--- config.mk ---
export PLATFORM = sky130hd
export DESIGN_NAME = gpu
export DESIGN_NICKNAME = d
export VERILOG_FILES = /design/src/rtl/gpu.sv
export SDC_FILE = /design/constraint.sdc
export NUM_CORES = 1
export LEC_CHECK = 0
export ABC_AREA = 0
export ABC_CLOCK_PERIOD_IN_PS = 5490
export BUFFER_PORTS_ARGS = -buffer_cell sky130_fd_sc_hd__buf_4
export CORE_UTILIZATION = 50
export CTS_CLUSTER_DIAMETER = 40
export DETAILED_ROUTE_END_ITERATION = 7
export GPL_TIMING_DRIVEN = 0
export PLACE_DENSITY = 0.67
export SYNTH_ARGS = -nofsm -noshare
export SYNTH_HDL_FRONTEND = slang
export SYNTH_SLANG_ARGS = --single-unit
--- constraint.sdc ---
create_clock -name clk -period 5.49 [get_ports clk]
set_clock_uncertainty 0.1 [all_clocks]
set_input_delay 0.8235 -clock clk [delete_from_list [all_inputs] [get_ports clk]]
set_output_delay 0.8235 -clock clk [all_outputs]
set_load 0.05 [all_outputs]
--- src/rtl/gpu.sv ---
// gpu: command-driven Bresenham line engine.
// Host command words go into an 8-deep FIFO. The FSM pops BEGIN, VERTEX and
// END commands and rasterises each polyline segment into a 640x480 linear
// frame buffer, one registered Avalon-style pixel write per unclipped pixel.
//
// state | meaning
// ------+--------------------------------------------------------------
// IDLE  | pop and decode one command word when the FIFO is non-empty
// SETUP | one cycle: deltas, step directions and initial error term
// DRAW  | present current pixel (or skip if clipped), then step
module gpu (
    input  logic        clk,
    input  logic        reset,
    input  logic [31:0] fifo_write_data,
    input  logic        fifo_write,
    input  logic        SD_waitrequest,
    output logic        SD_write,
    output logic [31:0] SD_wdata,
    output logic [21:0] SD_address
);

    typedef enum logic [1:0] {
        ST_IDLE  = 2'd0,
        ST_SETUP = 2'd1,
        ST_DRAW  = 2'd2
    } state_t;

    localparam logic [3:0] OP_VERTEX = 4'h0;
    localparam logic [3:0] OP_BEGIN  = 4'h1;
    localparam logic [3:0] OP_END    = 4'h2;

    // Command FIFO storage and pointers
    logic [31:0] fifo_mem [8];
    logic [2:0]  wr_ptr_q, wr_ptr_d;
    logic [2:0]  rd_ptr_q, rd_ptr_d;
    logic [3:0]  count_q, count_d;
    logic        push;
    logic        pop;
    logic [31:0] cmd_word;

    // Decoder / polyline state
    state_t      state_q, state_d;
    logic [23:0] colour_q, colour_d;
    logic        active_q, active_d;
    logic        have_prev_q, have_prev_d;
    logic [11:0] prev_x_q, prev_x_d;
    logic [15:0] prev_y_q, prev_y_d;

    // Raster state; x and y stay within the segment's bounding box
    logic [11:0] cx_q, cx_d;
    logic [15:0] cy_q, cy_d;
    logic [11:0] end_x_q, end_x_d;
    logic [15:0] end_y_q, end_y_d;
    logic signed [19:0] dx_q, dx_d;
    logic signed [19:0] dy_q, dy_d;
    logic signed [19:0] err_q, err_d;
    logic        sx_q, sx_d;
    logic        sy_q, sy_d;
    logic        last_q, last_d;

    // Registered master-port outputs
    logic        sd_write_q, sd_write_d;
    logic [21:0] sd_addr_q, sd_addr_d;
    logic [31:0] sd_wdata_q, sd_wdata_d;

    // Helpers for SETUP and DRAW
    logic signed [19:0] ddx, ddy, adx, ady, e2, err_n;
    logic [11:0] vx;
    logic [15:0] vy;
    logic        clip;
    logic        at_end;
    logic        advance;
    logic [21:0] addr_calc;

    assign cmd_word  = fifo_mem[rd_ptr_q];
    assign vx        = cmd_word[27:16];
    assign vy        = cmd_word[15:0];
    assign ddx       = $signed({8'b0, end_x_q}) - $signed({8'b0, cx_q});
    assign ddy       = $signed({4'b0, end_y_q}) - $signed({4'b0, cy_q});
    assign adx       = ddx[19] ? -ddx : ddx;
    assign ady       = ddy[19] ? -ddy : ddy;
    assign e2        = err_q <<< 1;
    assign clip      = (cx_q >= 12'd640) || (cy_q >= 16'd480);
    assign at_end    = (cx_q == end_x_q) && (cy_q == end_y_q);
    // A held write must stay frozen until the slave accepts it
    assign advance   = !(sd_write_q && SD_waitrequest);
    // Truncation to 22 bits is intended for out-of-range rows
    assign addr_calc = {6'b0, cy_q} * 22'd640 + {10'b0, cx_q};

    assign SD_write   = sd_write_q;
    assign SD_address = sd_addr_q;
    assign SD_wdata   = sd_wdata_q;

    // FIFO pointer and occupancy update; pushes while full are dropped
    always_comb begin
        push     = fifo_write && (count_q != 4'd8);
        wr_ptr_d = push ? wr_ptr_q + 3'd1 : wr_ptr_q;
        rd_ptr_d = pop  ? rd_ptr_q + 3'd1 : rd_ptr_q;
        count_d  = count_q + {3'b0, push} - {3'b0, pop};
    end

    // FIFO storage write; contents are don't-care until pointed at
    always_ff @(posedge clk) begin
        if (push) begin
            fifo_mem[wr_ptr_q] <= fifo_write_data;
        end
    end

    // Next-state, decode and Bresenham stepping
    always_comb begin
        state_d     = state_q;
        colour_d    = colour_q;
        active_d    = active_q;
        have_prev_d = have_prev_q;
        prev_x_d    = prev_x_q;
        prev_y_d    = prev_y_q;
        cx_d        = cx_q;
        cy_d        = cy_q;
        end_x_d     = end_x_q;
        end_y_d     = end_y_q;
        dx_d        = dx_q;
        dy_d        = dy_q;
        err_d       = err_q;
        sx_d        = sx_q;
        sy_d        = sy_q;
        last_d      = last_q;
        sd_write_d  = sd_write_q;
        sd_addr_d   = sd_addr_q;
        sd_wdata_d  = sd_wdata_q;
        pop         = 1'b0;
        err_n       = err_q;

        case (state_q)
            ST_IDLE: begin
                sd_write_d = 1'b0;
                if (count_q != 4'd0) begin
                    pop = 1'b1;
                    case (cmd_word[31:28])
                        OP_BEGIN: begin
                            colour_d    = cmd_word[23:0];
                            active_d    = 1'b1;
                            have_prev_d = 1'b0;
                        end
                        OP_VERTEX: begin
                            if (active_q) begin
                                if (have_prev_q) begin
                                    cx_d    = prev_x_q;
                                    cy_d    = prev_y_q;
                                    end_x_d = vx;
                                    end_y_d = vy;
                                    state_d = ST_SETUP;
                                end
                                prev_x_d    = vx;
                                prev_y_d    = vy;
                                have_prev_d = 1'b1;
                            end
                        end
                        OP_END: begin
                            active_d = 1'b0;
                        end
                        default: begin
                        end
                    endcase
                end
            end

            ST_SETUP: begin
                sd_write_d = 1'b0;
                dx_d       = adx;
                dy_d       = -ady;
                sx_d       = ddx[19];
                sy_d       = ddy[19];
                err_d      = adx - ady;
                last_d     = 1'b0;
                state_d    = ST_DRAW;
            end

            ST_DRAW: begin
                if (advance) begin
                    if (last_q) begin
                        // endpoint write has just completed (or was clipped)
                        sd_write_d = 1'b0;
                        state_d    = ST_IDLE;
                    end else begin
                        sd_write_d = !clip;
                        if (!clip) begin
                            sd_addr_d  = addr_calc;
                            sd_wdata_d = {8'h00, colour_q};
                        end
                        if (at_end) begin
                            last_d = 1'b1;
                        end else begin
                            if (e2 >= dy_q) begin
                                err_n = err_n + dy_q;
                                cx_d  = sx_q ? cx_q - 12'd1 : cx_q + 12'd1;
                            end
                            if (e2 <= dx_q) begin
                                err_n = err_n + dx_q;
                                cy_d  = sy_q ? cy_q - 16'd1 : cy_q + 16'd1;
                            end
                            err_d = err_n;
                        end
                    end
                end
            end

            default: begin
                sd_write_d = 1'b0;
                state_d    = ST_IDLE;
            end
        endcase
    end

    // State registers; reset aborts any segment and empties the FIFO
    always_ff @(posedge clk or negedge reset) begin
        if (!reset) begin
            wr_ptr_q    <= '0;
            rd_ptr_q    <= '0;
            count_q     <= '0;
            state_q     <= ST_IDLE;
            colour_q    <= '0;
            active_q    <= 1'b0;
            have_prev_q <= 1'b0;
            prev_x_q    <= '0;
            prev_y_q    <= '0;
            cx_q        <= '0;
            cy_q        <= '0;
            end_x_q     <= '0;
            end_y_q     <= '0;
            dx_q        <= '0;
            dy_q        <= '0;
            err_q       <= '0;
            sx_q        <= 1'b0;
            sy_q        <= 1'b0;
            last_q      <= 1'b0;
            sd_write_q  <= 1'b0;
            sd_addr_q   <= '0;
            sd_wdata_q  <= '0;
        end else begin
            wr_ptr_q    <= wr_ptr_d;
            rd_ptr_q    <= rd_ptr_d;
            count_q     <= count_d;
            state_q     <= state_d;
            colour_q    <= colour_d;
            active_q    <= active_d;
            have_prev_q <= have_prev_d;
            prev_x_q    <= prev_x_d;
            prev_y_q    <= prev_y_d;
            cx_q        <= cx_d;
            cy_q        <= cy_d;
            end_x_q     <= end_x_d;
            end_y_q     <= end_y_d;
            dx_q        <= dx_d;
            dy_q        <= dy_d;
            err_q       <= err_d;
            sx_q        <= sx_d;
            sy_q        <= sy_d;
            last_q      <= last_d;
            sd_write_q  <= sd_write_d;
            sd_addr_q   <= sd_addr_d;
            sd_wdata_q  <= sd_wdata_d;
        end
    end

endmodule

### Yosys cells after proc, flatten, opt, wreduce, memory -nomap -nowiden

Memories as Yosys holds them, arrays and structs flattened.
Cells that the tools add are included.

* register bits: 232
* memory bits (writable): 256
* output and inout port bits: 55
* logic and storage cells: 142
* memories kept: 1

* add/sub/neg operators: 17
* multiply operators: 1
* order comparisons: 4
* equal/unequal tests: 18
* mux-type cells: 53
* bitwise logic cells: 3
* reductions and logical operators: 23

Memory list
* fifo_mem: words 8, bits a word 32, rd ports 1, clocked after memory_dff 0, write ports 1, line 33 `logic [31:0] fifo_mem [8];`

Operators by type and width (number)
* 20-bit 2-to-1 mux: 11
* 16-bit 2-to-1 mux: 9
* 12-bit 2-to-1 mux: 9
* 20-bit adder: 2
* 20-bit case mux with 2 select lines: 1
* 16-bit case mux with 2 select lines: 1
* 12-bit case mux with 2 select lines: 1
* 22-bit by 12-bit adder with 22-bit output: 1
* 20-bit >= comparator: 1
* 20-bit <= comparator: 1
* 2-bit inequality test (second input constant): 10
* 13-bit negation with 20-bit output: 1
* 17-bit negation with 20-bit output: 1
* 20-bit negation: 1
* 20-bit subtractor: 1
* 9-bit AND reduction: 2
* 16-bit by 16-bit subtractor with 17-bit output: 1
* 16-bit by 1-bit adder with 16-bit output (second input constant): 1
* 16-bit == test: 1
* 16-bit by 9-bit >= comparator with 1-bit output (second input constant): 1
* 16-bit by 3-bit multiplier with 15-bit output (second input constant): 1
* 4-bit AND reduction: 4
* 16-bit by 1-bit subtractor with 16-bit output (second input constant): 1
* 12-bit by 12-bit subtractor with 13-bit output: 1
* 29 further kinds: 55

### Longest topological paths before layout

* depth in word-level cells: 12
* gate-level depth with buffers: 24
* mapped depth without buffers: 24

### Least setup slack after synthesis

No wires, ideal clock.

* path type: register -> register
* start point: register cy_q[0]
* end point: register err_q[16]
* library setup time: 127 ps
* arrival: 5036 ps
* required time: 5263 ps
* path slack: 227 ps
* cell stages (with the launch flop): 24
* path through: dfrtp_1 > ha_1 > fa_1 > nand2b_1 > a211oi_2 > o221ai_1 > a211oi_2 > or2_1 > buf_4 > nand2b_1 > and2_1 > fa_1 > a21o_1 > a21oi_1 > nor2b_1 > o21a_1 > o41ai_1 > nor2b_1 > o21a_1 > o21a_1 > a221oi_2 > o22ai_2 > o31ai_1 > nor3_2

* cells in the longest elaborated chain, start to end: 5
* elaborated cells on any way between the ends: 9
* those cells by class: add/sub: 3; eq/ne: 2; mux: 2; reduce/logical: 2

Ends and longest elaborated chain
* start, declared: line 51 `logic [15:0] cy_q, cy_d;`
* start signal, assigned: line 250 `cy_q <= cy_d;`
* 16-bit by 16-bit subtractor with 17-bit output: line 79 `assign ddy = $signed({4'b0, end_y_q}) - $signed({4'b0, cy_q});`
* 17-bit negation with 20-bit output: line 81 `assign ady = ddy[19] ? -ddy : ddy;`
* 20-bit 2-to-1 mux: line 81
* 20-bit subtractor: line 173 `err_d = adx - ady;`
* 20-bit case mux with 2 select lines: line 133 `case (state_q)`
* end signal, assigned: line 255 `err_q <= err_d;`
* end, declared: line 56 `logic signed [19:0] err_q, err_d;`

Several ways; a longest one is shown, not always the timed one.
A chain may end at the register's enable or synchronous reset.

### Worst setup path after layout

* start point: register err_q[18]
* end point: register err_q[16]

* cells in the longest elaborated chain, start to end: 12
* elaborated cells on any way between the ends: 13
* those cells by class: add/sub: 1; order compare: 2; mux: 10

Ends and longest elaborated chain
* 20-bit >= comparator: line 193 `if (e2 >= dy_q) begin`
* 20-bit 2-to-1 mux: line 193
* 20-bit 2-to-1 mux: line 190 `if (at_end) begin`
* 20-bit 2-to-1 mux: line 180 `if (last_q) begin`
* 20-bit 2-to-1 mux: line 179 `if (advance) begin`
* 20-bit 2-to-1 mux: line 133
* 20-bit adder: line 198 `err_n = err_n + dx_q;`
* 20-bit 2-to-1 mux *: line 197 `if (e2 <= dx_q) begin`
* 20-bit 2-to-1 mux *: line 190
* 20-bit 2-to-1 mux *: line 180
* 20-bit 2-to-1 mux *: line 179
* 20-bit case mux with 2 select lines *: line 133

Mark *: on every way between the ends. The rest lies on a longest branch, timed or not. The select of a mux whose other input is x is not followed.

==> results by group <==
Run status
  • Outcome: completed

Synth
  • Synth top area share: 28.3%
  • Top_reg_cell synth: edfxtp_1
  • Area contributors post-synth: edfxtp_1 (28%), dfrtp_1 (21%), ha_1 (8.5%)
  • Synthesized area: 0.0271 mm2
  • Cell taking the most area after synthesis: edfxtp_1
  • Seq cells post-synth: 487
  • Warnings from Yosys: 0
  • Syn_area_per_cell: around 11 um2
  • Synth unique cells: 93
  • Most numerous cell in the Yosys netlist: nand2_1
  • EDFF count, synth: 256
  • Syn Inst Count: around 2400
  • Sequential-to-total area share from yosys stat: 49.7%
  • Top post-synthesis cells by count: nand2_1 (260), edfxtp_1 (256), dfrtp_1 (231)
  • Ys async rst share: 47.4%

Floorplan
  • Die W: 235 um
  • Ports: 91
  • Initial Util: 51.1%
  • Chip height: 235 um
  • Die ar.: 0.0552 mm2
  • Core area: 0.0531 mm2
  • # rows: 84

Worst setup path
  • CP Launch Type: flip-flop
  • FF-to-FF setup slack: approximately 0.057 ns
  • Crit. End Element: flip-flop
  • Critical Path AT: 5.85 ns
  • Worst Path Required: 5.91 ns
  • Reg2Reg Depth: 21
  • R2R Path End: err_q[16]$_DFFE_PN0P_
  • CP Max Fanout: 6
  • Setup Crit Path Kind: reg2reg
  • RR Startpoint: err_q[18]$_DFFE_PN0P_

Routing
  • Via count: between 15000 and 20000
  • Top Metal Used: met5
  • DR iter-0 viols: 1512
  • Met3 Wirelength: 5.06 mm
  • Routed wl met2: 33.7 mm
  • Final wirelength: 72.6 mm
  • Routed metal-1 wire length: a little over 30 mm
  • WL per Instance: about 22 um
  • Antenna-violating nets left: 0
  • DRC violations left: 0
  • Iteration count of the initial detailed-routing pass: 6
  • DR vias/cell: ~5.8

Clock tree
  • Clock root cell: clkbuf_16
  • CTS buffer count: 77
  • Worst-Skew Late Latency: 0.61 ns
  • Htree depth: 3
  • Sink Count: roughly 490
  • Clk slew on worst S/H paths: 0.06 ns
  • Clock Tree Buf Depth: 3
  • CTS tree: built

Hold path
  • Min-delay src: fifo_write_data[8]
  • Hold path depth: 1
  • Hold crit path type: in2reg
  • End point of the worst hold path: fifo_mem[0][8]$_DFFE_PP_

Timing
  • Hold_ws: between 0.3 and 0.4 ns
  • Max_slew headroom: 25.5%
  • Hold Fails Final Rpt: 0
  • # setup viols final: 0
  • RSZ-0062 raised after global routing: yes
  • Min cycle time layout: 5.43 ns
  • Fmax: 0.184 GHz
  • Measured slew at the worst slew-check pin: 1.11 ns
  • Setup TNS: 0 ns
  • Period utilisation layout: 99.0%
  • Max-slew violation count: 0

GRT
  • GRT Total Usage: 26.5%
  • Number of global-route vias before repair: 19700
  • GR Overflow Total: 0
  • Pin count of the biggest net entering global routing: 119
  • Initial antenna violation count: 2
  • Global-route wire length before repair: ~110 mm

Placement
  • DP HPWL: ~52 mm
  • DP Area: 0.0290 mm2
  • PortBufs: between 80 and 90
  • GPL Wtd Cong: 0.948

Cells and area
  • Design Area, Final: ~0.032 mm2
  • Area grow syn2layout: 18.5%
  • Final #Nets: 2827
  • Layout cell share with drive strength beyond 1: about a fifth
  • Layout Utilization: 60.5%
  • Antenna cells: 0
  • Fill cells: 4167

Run
  • Max Cap Viol: 0
## sequential cells by signal, summed over array words and instances, names as in the netlist, 19 cells and up
| signal | count |
|---|---|
| SD_address | 22 |
| SD_wdata | 24 |
| colour_q | 24 |
| dx_q | 20 |
| dy_q | 20 |
| err_q | 19 |
| fifo_mem | 256 |
## timing repair
action / 4_1_cts / 5_1_grt
cloned: 0 / 0
buffers inserted: 17 / 7
pin swaps: 18 / 22
hold endpoints to repair: 33 / 0
resized for setup: 39 / 39
hold buffers: 1 / 0
setup endpoints to repair: 9 / 7
## layout make-up
| cell class | count | area [um2] | share of cell area (%) |
|---|---|---|---|
| sequential | 487 | 13500 | 42.0 |
| multi-input combinational | 1663 | 13000 | 40.6 |
| clock buffer | 93 | 2050 | 6.38 |
| timing repair buffer | 121 | 1090 | 3.40 |
| tap | 688 | 861 | 2.68 |
| clock inverter | 51 | 611 | 1.90 |
| inverter | 151 | 567 | 1.76 |
| buffer | 96 | 438 | 1.36 |
## routing by layer
layer  up-vias  track usage [%]
met1      9585             34.7
met3       189             5.49
met2       708             42.5
met4         4             11.9
li1       9109                -
met5         -                0
## kinds of logic (layout without fill, tap and decap cells)
logic type	count (synthesis)	count (layout)	synth area share, %
and+or+nand+nor	642	642	11.0
DFF	487	487	49.7
AOI/OAI and AO/OA	478	478	11.2
buffers and inverters	247	512	3.67
muxes	197	197	10.6
adders and majority gates	194	194	9.23
xor gates and xnor gates	138	138	4.56
other	2	14	0.0277
## stage by stage
| step | std cells | worst slack [ns] |
|---|---|---|
| after detailed placement | 3181 | -1.30 |
| after global placement | 3167 | -1.20 |
| after global routing | 3350 | -0.0711 |
| final | 3350 | 0.0566 |
| after CTS | 3343 | 0.0118 |
| after floorplan | 2397 | 0.227 |
## critical path: stages (launching register included)
cell and delay [ns]:
dfrtp_2 0.47, ha_4 0.32, nand4_1 0.23, or3_4 0.41
o21ai_4 0.24, mux2i_4 0.31, nand2_4 0.15, mux2_4 0.37
ha_4 0.18, fa_2 0.36, a21o_1 0.19, a21oi_2 0.20
o21ai_2 0.10, a31oi_2 0.23, o211a_1 0.25, a211o_1 0.20
nand3b_1 0.12, xnor2_1 0.14, mux2_2 0.30, nor2_2 0.12
and4bb_2 0.27, nor3_2 0.10
## cells in the final DEF, fill, tap and decap left out, types with 17 or more instances in the layout
master	instances
o21ai_0	140
nor3_1	40
xor2_1	45
ha_1	179
nand2_1	259
mux4_2	61
xnor2_1	88
edfxtp_1	256
a21oi_1	111
nor2b_1	18
nand4_1	24
clkbuf_16	79
a21o_1	54
inv_1	150
dfrtp_1	222
nor2_1	139
o21a_1	17
mux2_2	119
buf_4	112
clkbuf_1	74
nand2b_1	24
a31oi_1	18
nand3_1	41
## worst max-delay path by stage
stage	end	startpoint	slack (ns)
2_1_floorplan	err_q[16]$_DFFE_PN0P_	cy_q[0]$_DFFE_PN0P_	0.23
3_3_place_gp	err_q[17]$_DFFE_PN0P_	err_q[1]$_DFFE_PN0P_	-1.20
3_5_place_dp	err_q[17]$_DFFE_PN0P_	err_q[1]$_DFFE_PN0P_	-1.30
4_1_cts	err_q[17]$_DFFE_PN0P_	err_q[1]$_DFFE_PN0P_	0.01
5_1_grt	err_q[18]$_DFFE_PN0P_	err_q[12]$_DFFE_PN0P_	-0.07
6_report	err_q[16]$_DFFE_PN0P_	err_q[18]$_DFFE_PN0P_	0.06
Power is not shown: default switching activity piles up to over one toggle a cycle in this logic, so the estimate is an artifact.
